<file path="src/rtl/mem_bus_pkg.sv">
// Shared types and defaults for the native memory request slice.
// Timeout logic in the slice is built only when MEM_TIMEOUT_EN is defined.
package mem_bus_pkg;

    typedef enum logic [1:0] {
        ST_IDLE = 2'd0,
        ST_REQ  = 2'd1,
        ST_RESP = 2'd2
    } mem_state_e;

    typedef struct packed {
        logic [31:0] addr;
        logic [31:0] wdata;
        logic [3:0]  wstrb;
    } mem_req_t;

    localparam int unsigned DEF_TIMEOUT_CYCLES = 255;
    localparam logic [31:0] DEF_ERR_DATA       = 32'hDEADBEEF;

    // Wide enough for the largest legal TIMEOUT_CYCLES (65535).
    localparam int unsigned TMO_CNT_W          = 16;

endpackage

</file>
<file path="src/rtl/mem_timeout_ctr.sv">
// Saturating count of cycles spent waiting in REQ; expire_o marks the last allowed wait cycle.
// Instantiated by mem_req_slice only when MEM_TIMEOUT_EN is defined.
module mem_timeout_ctr
    import mem_bus_pkg::*;
#(
    parameter int unsigned LIMIT = DEF_TIMEOUT_CYCLES
) (
    input  logic clk,
    input  logic rst,
    input  logic clear_i,
    input  logic en_i,
    output logic expire_o
);

    localparam logic [TMO_CNT_W-1:0] LAST = TMO_CNT_W'(LIMIT - 1);
    localparam logic [TMO_CNT_W-1:0] SAT  = '1;

    logic [TMO_CNT_W-1:0] cnt_q, cnt_d;

    // cnt_q holds the number of REQ cycles already completed, so the
    // LIMIT-th REQ cycle sees cnt_q == LIMIT-1.
    always_comb begin
        cnt_d = cnt_q;
        if (clear_i) begin
            cnt_d = '0;
        end else if (en_i && (cnt_q != SAT)) begin
            cnt_d = cnt_q + 1'b1;
        end
    end

    always_ff @(posedge clk or posedge rst) begin
        if (rst) begin
            cnt_q <= '0;
        end else begin
            cnt_q <= cnt_d;
        end
    end

    assign expire_o = en_i && (cnt_q >= LAST);

endmodule

</file>
<file path="src/rtl/mem_req_slice.sv">
// Register slice between a CPU native memory port and the interconnect, with optional
// bus timeout (define MEM_TIMEOUT_EN); without it REQ waits forever and err_* are tied 0.
module mem_req_slice
    import mem_bus_pkg::*;
#(
    parameter int unsigned TIMEOUT_CYCLES = DEF_TIMEOUT_CYCLES,
    parameter logic [31:0] ERR_DATA       = DEF_ERR_DATA
) (
    input  logic        clk,
    input  logic        rst,

    input  logic        s_mem_valid,
    output logic        s_mem_ready,
    input  logic [31:0] s_mem_addr,
    input  logic [31:0] s_mem_wdata,
    input  logic [3:0]  s_mem_wstrb,
    output logic [31:0] s_mem_rdata,

    output logic        m_mem_valid,
    input  logic        m_mem_ready,
    output logic [31:0] m_mem_addr,
    output logic [31:0] m_mem_wdata,
    output logic [3:0]  m_mem_wstrb,
    input  logic [31:0] m_mem_rdata,

    output logic        err_pulse,
    output logic [31:0] err_addr
);

    mem_state_e  state_q;
    mem_req_t    req_q;
    logic        m_valid_q;
    logic        s_ready_q;
    logic [31:0] rdata_q;
    logic        accept;

    assign accept = (state_q == ST_IDLE) && s_mem_valid;

`ifdef MEM_TIMEOUT_EN
    logic        tmo_expire;
    logic        err_pulse_q;
    logic [31:0] err_addr_q;

    mem_timeout_ctr #(
        .LIMIT    (TIMEOUT_CYCLES)
    ) u_tmo (
        .clk      (clk),
        .rst      (rst),
        .clear_i  (accept),
        .en_i     (state_q == ST_REQ),
        .expire_o (tmo_expire)
    );

    assign err_pulse = err_pulse_q;
    assign err_addr  = err_addr_q;
`else
    logic unused_cfg;
    assign unused_cfg = ^{ERR_DATA, TIMEOUT_CYCLES};
    assign err_pulse  = 1'b0;
    assign err_addr   = '0;
`endif

    always_ff @(posedge clk or posedge rst) begin
        if (rst) begin
            state_q     <= ST_IDLE;
            req_q       <= '0;
            m_valid_q   <= 1'b0;
            s_ready_q   <= 1'b0;
            rdata_q     <= '0;
`ifdef MEM_TIMEOUT_EN
            err_pulse_q <= 1'b0;
            err_addr_q  <= '0;
`endif
        end else begin
            s_ready_q   <= 1'b0;
`ifdef MEM_TIMEOUT_EN
            err_pulse_q <= 1'b0;
`endif
            case (state_q)
                ST_IDLE: begin
                    if (s_mem_valid) begin
                        req_q     <= '{addr: s_mem_addr, wdata: s_mem_wdata, wstrb: s_mem_wstrb};
                        m_valid_q <= 1'b1;
                        state_q   <= ST_REQ;
                    end
                end
                ST_REQ: begin
                    // A slave answer in the expiry cycle still counts as a good response.
                    if (m_mem_ready) begin
                        rdata_q   <= m_mem_rdata;
                        m_valid_q <= 1'b0;
                        s_ready_q <= 1'b1;
                        state_q   <= ST_RESP;
                    end
`ifdef MEM_TIMEOUT_EN
                    else if (tmo_expire) begin
                        rdata_q     <= ERR_DATA;
                        m_valid_q   <= 1'b0;
                        s_ready_q   <= 1'b1;
                        err_pulse_q <= 1'b1;
                        err_addr_q  <= req_q.addr;
                        state_q     <= ST_RESP;
                    end
`endif
                end
                ST_RESP: begin
                    state_q <= ST_IDLE;
                end
                default: begin
                    state_q <= ST_IDLE;
                end
            endcase
        end
    end

    assign m_mem_valid = m_valid_q;
    assign m_mem_addr  = req_q.addr;
    assign m_mem_wdata = req_q.wdata;
    assign m_mem_wstrb = req_q.wstrb;
    assign s_mem_ready = s_ready_q;
    assign s_mem_rdata = rdata_q;

endmodule

</file>
<file path="config.mk">
export PLATFORM = sky130hd
export DESIGN_NAME = mem_req_slice
export DESIGN_NICKNAME = d
export VERILOG_FILES = /design/src/rtl/mem_bus_pkg.sv /design/src/rtl/mem_timeout_ctr.sv /design/src/rtl/mem_req_slice.sv
export SDC_FILE = /design/constraint.sdc
export NUM_CORES = 1
export LEC_CHECK = 0
export CORE_UTILIZATION = 38
export CTS_CLUSTER_SIZE = 16
export DETAILED_ROUTE_END_ITERATION = 8
export MAX_ROUTING_LAYER = met4
export PLACE_DENSITY = 0.8
export SYNTH_ARGS = -nofsm -noshare
export SYNTH_HDL_FRONTEND = slang
export SYNTH_SLANG_ARGS = --single-unit
</file>
<file path="constraint.sdc">
create_clock -name clk -period 4.45 [get_ports clk]
set_input_delay 0.89 -clock clk [delete_from_list [all_inputs] [get_ports clk]]
set_output_delay 0.89 -clock clk [all_outputs]
set_load 0.03 [all_outputs]
</file>
==> flow_summary.ini, run 1 <==
[cts]
clkSlewWorstSetupHoldPaths_ns = 0.09
cts_buffers = 9
cts_hold_buf = 0
clk_path_buf_depth = 2
clock-root-buffer = clkbuf_8
postCtsSetupBuffers = 0
cts_resized = 0
clk_latency_ns = 0.36
cts.sinks = 104
cts_tree = yes
ctsHtreeMaxLevel = 3

[floorplan]
core_area_um2 = 10840
start_util_pct = 39.14
die-area_um2 = 11590
rows = 38
pin_count = 239
fp.dieW_um = 107.7
fp.dieH_um = 107.7

[final_layout]
multi_input_area_um2 = 1420
regArea_um2 = 2603
n_antenna_cell = 0
fillCellCount = 878
area_growth_pct = 52.85
final_util_pct = 59.82
drive_above_1_share_pct = 21.19
fin_nets = 571

[detailed_routing]
drt_iter0_markers = 87
drt_first_pass_iters = 4
wl_per_cell_um = 15.36
routed_wl_um = 9403
routed_via_density = 4.471
drc_errors = 0
ant_nets = 0
vias = 2736

[grt]
top_usage_layer = met2
grt_use_met3_pct = 4.116
grt_remaining_overflow = 0
grt_pass1_vias = 2966
met2_usage_pct = 27.98
antenna_found_initial = 0
grt_max_degree = 76
grt_usage_pct = 17.72
grt_pass1_wl_um = 15010
grt_use_met1_pct = 21.65

[pwr]
p_leak_nw = 2.763
ir_drop_mv = 0.3251
power.density_nw_per_um2 = 564.9

[timing]
finalCritPeriodShare_pct = 55.87
worst_pin_slew_ns = 1.017
fin_skew_ns = 0.007715
slew_headroom_pct = 32.20
rsz0062_at_grt = no
finalWorstSetupSlack_ns = 1.964
slew_viol_final = 0
tns_ns = 0
finalHoldViolCount = 0
fin_hold_ws_ns = 0.4927
min_period_ns = 2.486
fmax_mhz = 402.3
setup_viol = 0

[run]
drv_cap = 0

[critical_path]
crit_path_max_fanout = 68
cp.arrival_ns = 2.73
endpoint_kind = flop
required_ns = 4.70
path_class = in -> reg
start_kind = input port

[placement]
place_congestion = 0.7793
io_buffer_count = 205
hpwl_um = 6859
pre_cts_ws_ns = 1.575

[hold_path]
min_path_type = reg -> reg

[yosys]
synth_top_area_share_pct = 61.34
synth_seq_cells = 104
synth_area_leaders = dfrtp_1 61%, mux2_2 14%, mux2_4 10%
ys_types = 15
synth_cells = 260
synth_top_family_by_area = multiplexers
synth_simple_gate_area_share_pct = 0.6783
yosysWarnings = 0
synth_xor_area_share_pct = 0
synth_fa_ha_area_share_pct = 0
synth.cell_area_um2 = 4243
seq_area_frac_synth_pct = 61.34
yosys.area.top_type = dfrtp_1
synthMuxAreaShare_pct = 29.34
syn_area_per_cell_um2 = 16.32
synth-compound-area-share_pct = 0.3539

[status]
outcome = completed
[cells in the mapped netlist, drive strengths merged]
cell,instances
nor3b,1
mux2i,1
mux2,100
inv,3
conb,1
o21ai,2
a21oi,1
and3,2
dfrtp,104
buf,44
nor2,1
[through the flow]
stage                     std cells  cell area (µm²)  total power, mW
after CTS                       612             6485            3.712
after detailed placement        596             6286            3.102
after global routing            612             6485            3.838
after floorplan                 292             4363            2.378
final                           612             6485            3.664
after global placement          596             6286            3.065
[layout make-up]
type	instances	share of cell area (%)
clock inverter	3	0.6174
tap	140	2.701
sequential	104	40.13
multi-input combinational	141	21.90
timing repair buffer	208	31.99
inverter	3	0.2122
clock buffer	13	2.450
[worst max-delay path: stages]
cell,delay (ns)
clkdlybuf4s50_1,0.51
nor3b_4,0.18
buf_4,0.66
mux2_2,0.42
[state kept, by name, summed over array words and instances (netlist names)]
| name | cells |
|---|---|
| m_mem_addr | 32 |
| s_mem_rdata | 32 |
| m_mem_wdata | 32 |
| s_mem_ready | 1 |
| m_mem_valid | 1 |
| state_q | 2 |
| m_mem_wstrb | 4 |
[report_power, final]
group	total (mW)	switching, mW	internal, mW
clock network	0.586	0.296	0.290
registers	1.37	0.149	1.22
logic	1.70	0.891	0.813
[routing by layer]
| metal | share of wire, % | wire, µm |
|---|---|---|
| met5 | 0 | 0 |
| met4 | 2.2 | 209 |
| met3 | 6.2 | 582 |
| met2 | 49 | 4650 |
| met1 | 42 | 3961 |
[placed cells by master, fill, tap and decap left out, types with 2 or more instances in the layout]
cell,count
clkbuf_1,2
dfrtp_1,104
mux2_1,20
clkdlybuf4s50_1,205
inv_1,2
clkinv_2,2
conb_1,33
mux2_4,29
clkbuf_8,11
buf_4,3
o21ai_0,2
mux2_2,51
[cells by family (layout without fill, tap and decap cells)]
logic type             after synthesis  in the layout
AND/OR/NAND/NOR                      4              4
buffers and inverters               47            227
AO/OA/AOI/OAI                        3              3
multiplexers                       101            101
other                                1             33
flip-flops                         104            104
[worst paths after layout]
kind / startpoint / end / slack, ns / cells past startpoint
setup / recovery: s_mem_valid / m_mem_addr[17]$_DFFE_PP0P_ / 1.96 / 4
hold / removal: m_mem_wdata[14]$_DFFE_PP0P_ / m_mem_wdata[14]$_DFFE_PP0P_ / 0.49 / 1
setup reg to reg: state_q[1]$_DFFE_PP0P_ / s_mem_rdata[29]$_DFFE_PP0P_ / 2.50 / 3
hold reg to reg: m_mem_wdata[14]$_DFFE_PP0P_ / m_mem_wdata[14]$_DFFE_PP0P_ / 0.49 / 1
max in group asynchronous: rst / m_mem_wdata[5]$_DFFE_PP0P_ / 2.56 / 3
min in group asynchronous: rst / s_mem_rdata[8]$_DFFE_PP0P_ / 1.07 / 2
Power figures use the tool's default switching activity.
==> run 2, diff against run 1 <==
--- a/config.mk
+++ b/config.mk
@@ -5,11 +5,11 @@
 export SDC_FILE = /design/constraint.sdc
 export NUM_CORES = 1
 export LEC_CHECK = 0
-export CORE_UTILIZATION = 38
+export CORE_UTILIZATION = 35
 export CTS_CLUSTER_SIZE = 16
 export DETAILED_ROUTE_END_ITERATION = 8
 export MAX_ROUTING_LAYER = met4
-export PLACE_DENSITY = 0.8
+export PLACE_DENSITY = 0.77
 export SYNTH_ARGS = -nofsm -noshare
 export SYNTH_HDL_FRONTEND = slang
 export SYNTH_SLANG_ARGS = --single-unit
==> constraint.sdc (replaced) <==
create_clock -name clk -period 2.2 [get_ports clk]
set_input_delay 0.44 -clock clk [delete_from_list [all_inputs] [get_ports clk]]
set_output_delay 0.44 -clock clk [all_outputs]
set_load 0.03 [all_outputs]
==> run 2 against run 1 <==
  * The run now ends with design-rule violations left
  * Wire length up 1.0%
  * Final cell count is 0.82% higher
  * Worst setup slack worse by 1.6 ns
  * Critical endpoint is now s_mem_rdata[22]
  * Flip-flop and latch count is the same
  * Largest cell class unchanged
  * Sequential share of layout area fell by 0.97 points
  * Sequential power grew 100%
  * Highest routed layer unchanged
  * Clock-buffer cell count stayed put
==> flow_summary.ini, run 2 (synthesis results as in run 1) <==
[timing]
rsz0062_at_grt = no
setup_viol = 0
finalCritPeriodShare_pct = 84.13
min_period_ns = 1.851
fmax_mhz = 540.3
slew_viol_final = 0
finalHoldViolCount = 0
slew_headroom_pct = 61.49
fin_skew_ns = 0.005232
finalWorstSetupSlack_ns = 0.3492
worst_pin_slew_ns = 0.5776
tns_ns = 0

[hold_path]
holdPathStages = 1
min_path_type = reg -> reg

[cts]
ctsHtreeMaxLevel = 3
postCtsSetupBuffers = 0
clk_path_buf_depth = 2
clock-root-buffer = clkbuf_16
cts.sinks = 104
clkSlewWorstSetupHoldPaths_ns = 0.07
cts_resized = 0
cts_hold_buf = 0
cts_buffers = 9
clk_latency_ns = 0.35
cts_tree = yes

[detailed_routing]
wl_per_cell_um = 15.39
drt_iter0_markers = 70
vias = 2744
drc_errors = 16
dr_wl_met3_um = 780
routed-wl-met2_um = 4885
wl_met1_um = 3678
routed_via_density = 4.447
drt_first_pass_iters = 9
routed_wl_um = 9497
ant_nets = 0
top_layer = met4

[placement]
pre_cts_ws_ns = 0.1370
place_congestion = 0.7062
io_buffer_count = 205
hpwl_um = 7020

[floorplan]
fp.dieH_um = 112.1
core_area_um2 = 11610
pin_count = 239
start_util_pct = 36.53
fp.dieW_um = 112.1
rows = 39
die-area_um2 = 12570

[critical_path]
endpoint_kind = primary output
crit_chain = clkdlybuf4s50_1
required_ns = 1.76
rr_worst_depth = 3
crit_path_max_fanout = 2
cp_slowest_stage_delay_ns = 0.69
crit_buf_inv = 1
path_class = reg -> out
cp_top_family = buffers and inverters
path_depth = 1
cp.arrival_ns = 1.41
cpMaxStageDelayCell = clkdlybuf4s50_1
start_kind = flop

[grt]
antenna_found_initial = 0
grt_usage_pct = 16.58
grt_pass1_wl_um = 15400
grt_max_degree = 59
grt_remaining_overflow = 0
grt_pass1_vias = 2983

[final_layout]
drive_above_1_share_pct = 21.94
layout_commonest_cell = clkdlybuf4s50_1
n_antenna_cell = 0
fin_nets = 573
layout_common_cells = 205 x clkdlybuf4s50_1, 104 x dfrtp_1, 51 x mux2_2
area_growth_pct = 56.65

[status]
outcome = finished, violations left
failed_checks = design-rule violations

[pwr]
p_leak_nw = 2.830
power.density_nw_per_um2 = 1177
ir_drop_mv = 0.6858

[run]
drv_cap = 0
[run 2: cell count changes in the layout (fill, tap and decap cells not counted), moves of 2 or more]
cell,delta
clkbuf_16,+9
buf_12,+3
clkbuf_8,-7
clkbuf_1,-2
[run 2: final timing paths]
check                                               to                         from  slack (ns)
min in group asynchronous  s_mem_rdata[11]$_DFFE_PP0P_                          rst        0.52
min reg2reg                m_mem_wdata[12]$_DFFE_PP0P_  m_mem_wdata[12]$_DFFE_PP0P_        0.49
max in group asynchronous   m_mem_wdata[0]$_DFFE_PP0P_                          rst        1.15
max reg2reg                 m_mem_addr[17]$_DFFE_PP0P_       state_q[1]$_DFFE_PP0P_        0.65
min                        m_mem_wdata[12]$_DFFE_PP0P_  m_mem_wdata[12]$_DFFE_PP0P_        0.49
max                                    s_mem_rdata[22]  s_mem_rdata[22]$_DFFE_PP0P_        0.35
[run 2: power by group]
group / leakage, nW / internal (mW) / switching, mW
Clock: 0.152 / 0.895 / 0.681
Sequential: 1.22 / 2.48 / 0.301
Combinational: 1.46 / 1.66 / 1.80
Total: 2.83 / 5.04 / 2.79
[run 2: area by class of cell]
cell class	instances	area (µm²)
Multi-Input combinational cell	141	1420
Timing Repair Buffer	210	2127
Tap cell	143	178.9
Clock inverter	3	22.52
Clock buffer	13	280.3
Fill cell	976	4967
Sequential cell	104	2603
Inverter	3	15.01
[run 2: metal layers]
metal | vias to the layer above | GRT usage (%)
met2 | 138 | 27.25
li1 | 1238 | -
met1 | 1348 | 18.62
met5 | - | -
met3 | 20 | 5.940
met4 | 0 | 6.044
[run 2: through the flow]
| stage | instance area [µm²] | std cells | util (%) | hold WS [ns] | power (mW) |
|---|---|---|---|---|---|
| 2_1_floorplan | 4367 | 292 | - | 0.4602 | 4.810 |
| 3_3_place_gp | 6344 | 601 | 54.62 | 0.4692 | 6.228 |
| 4_1_cts | 6646 | 617 | 57.23 | 0.4941 | 7.927 |
| 5_1_grt | 6646 | 617 | 57.23 | 0.5108 | 8.182 |
| 6_report | 6646 | 617 | 57.23 | 0.4875 | 7.821 |
| 3_5_place_dp | 6344 | 601 | 54.62 | 0.4801 | 6.299 |
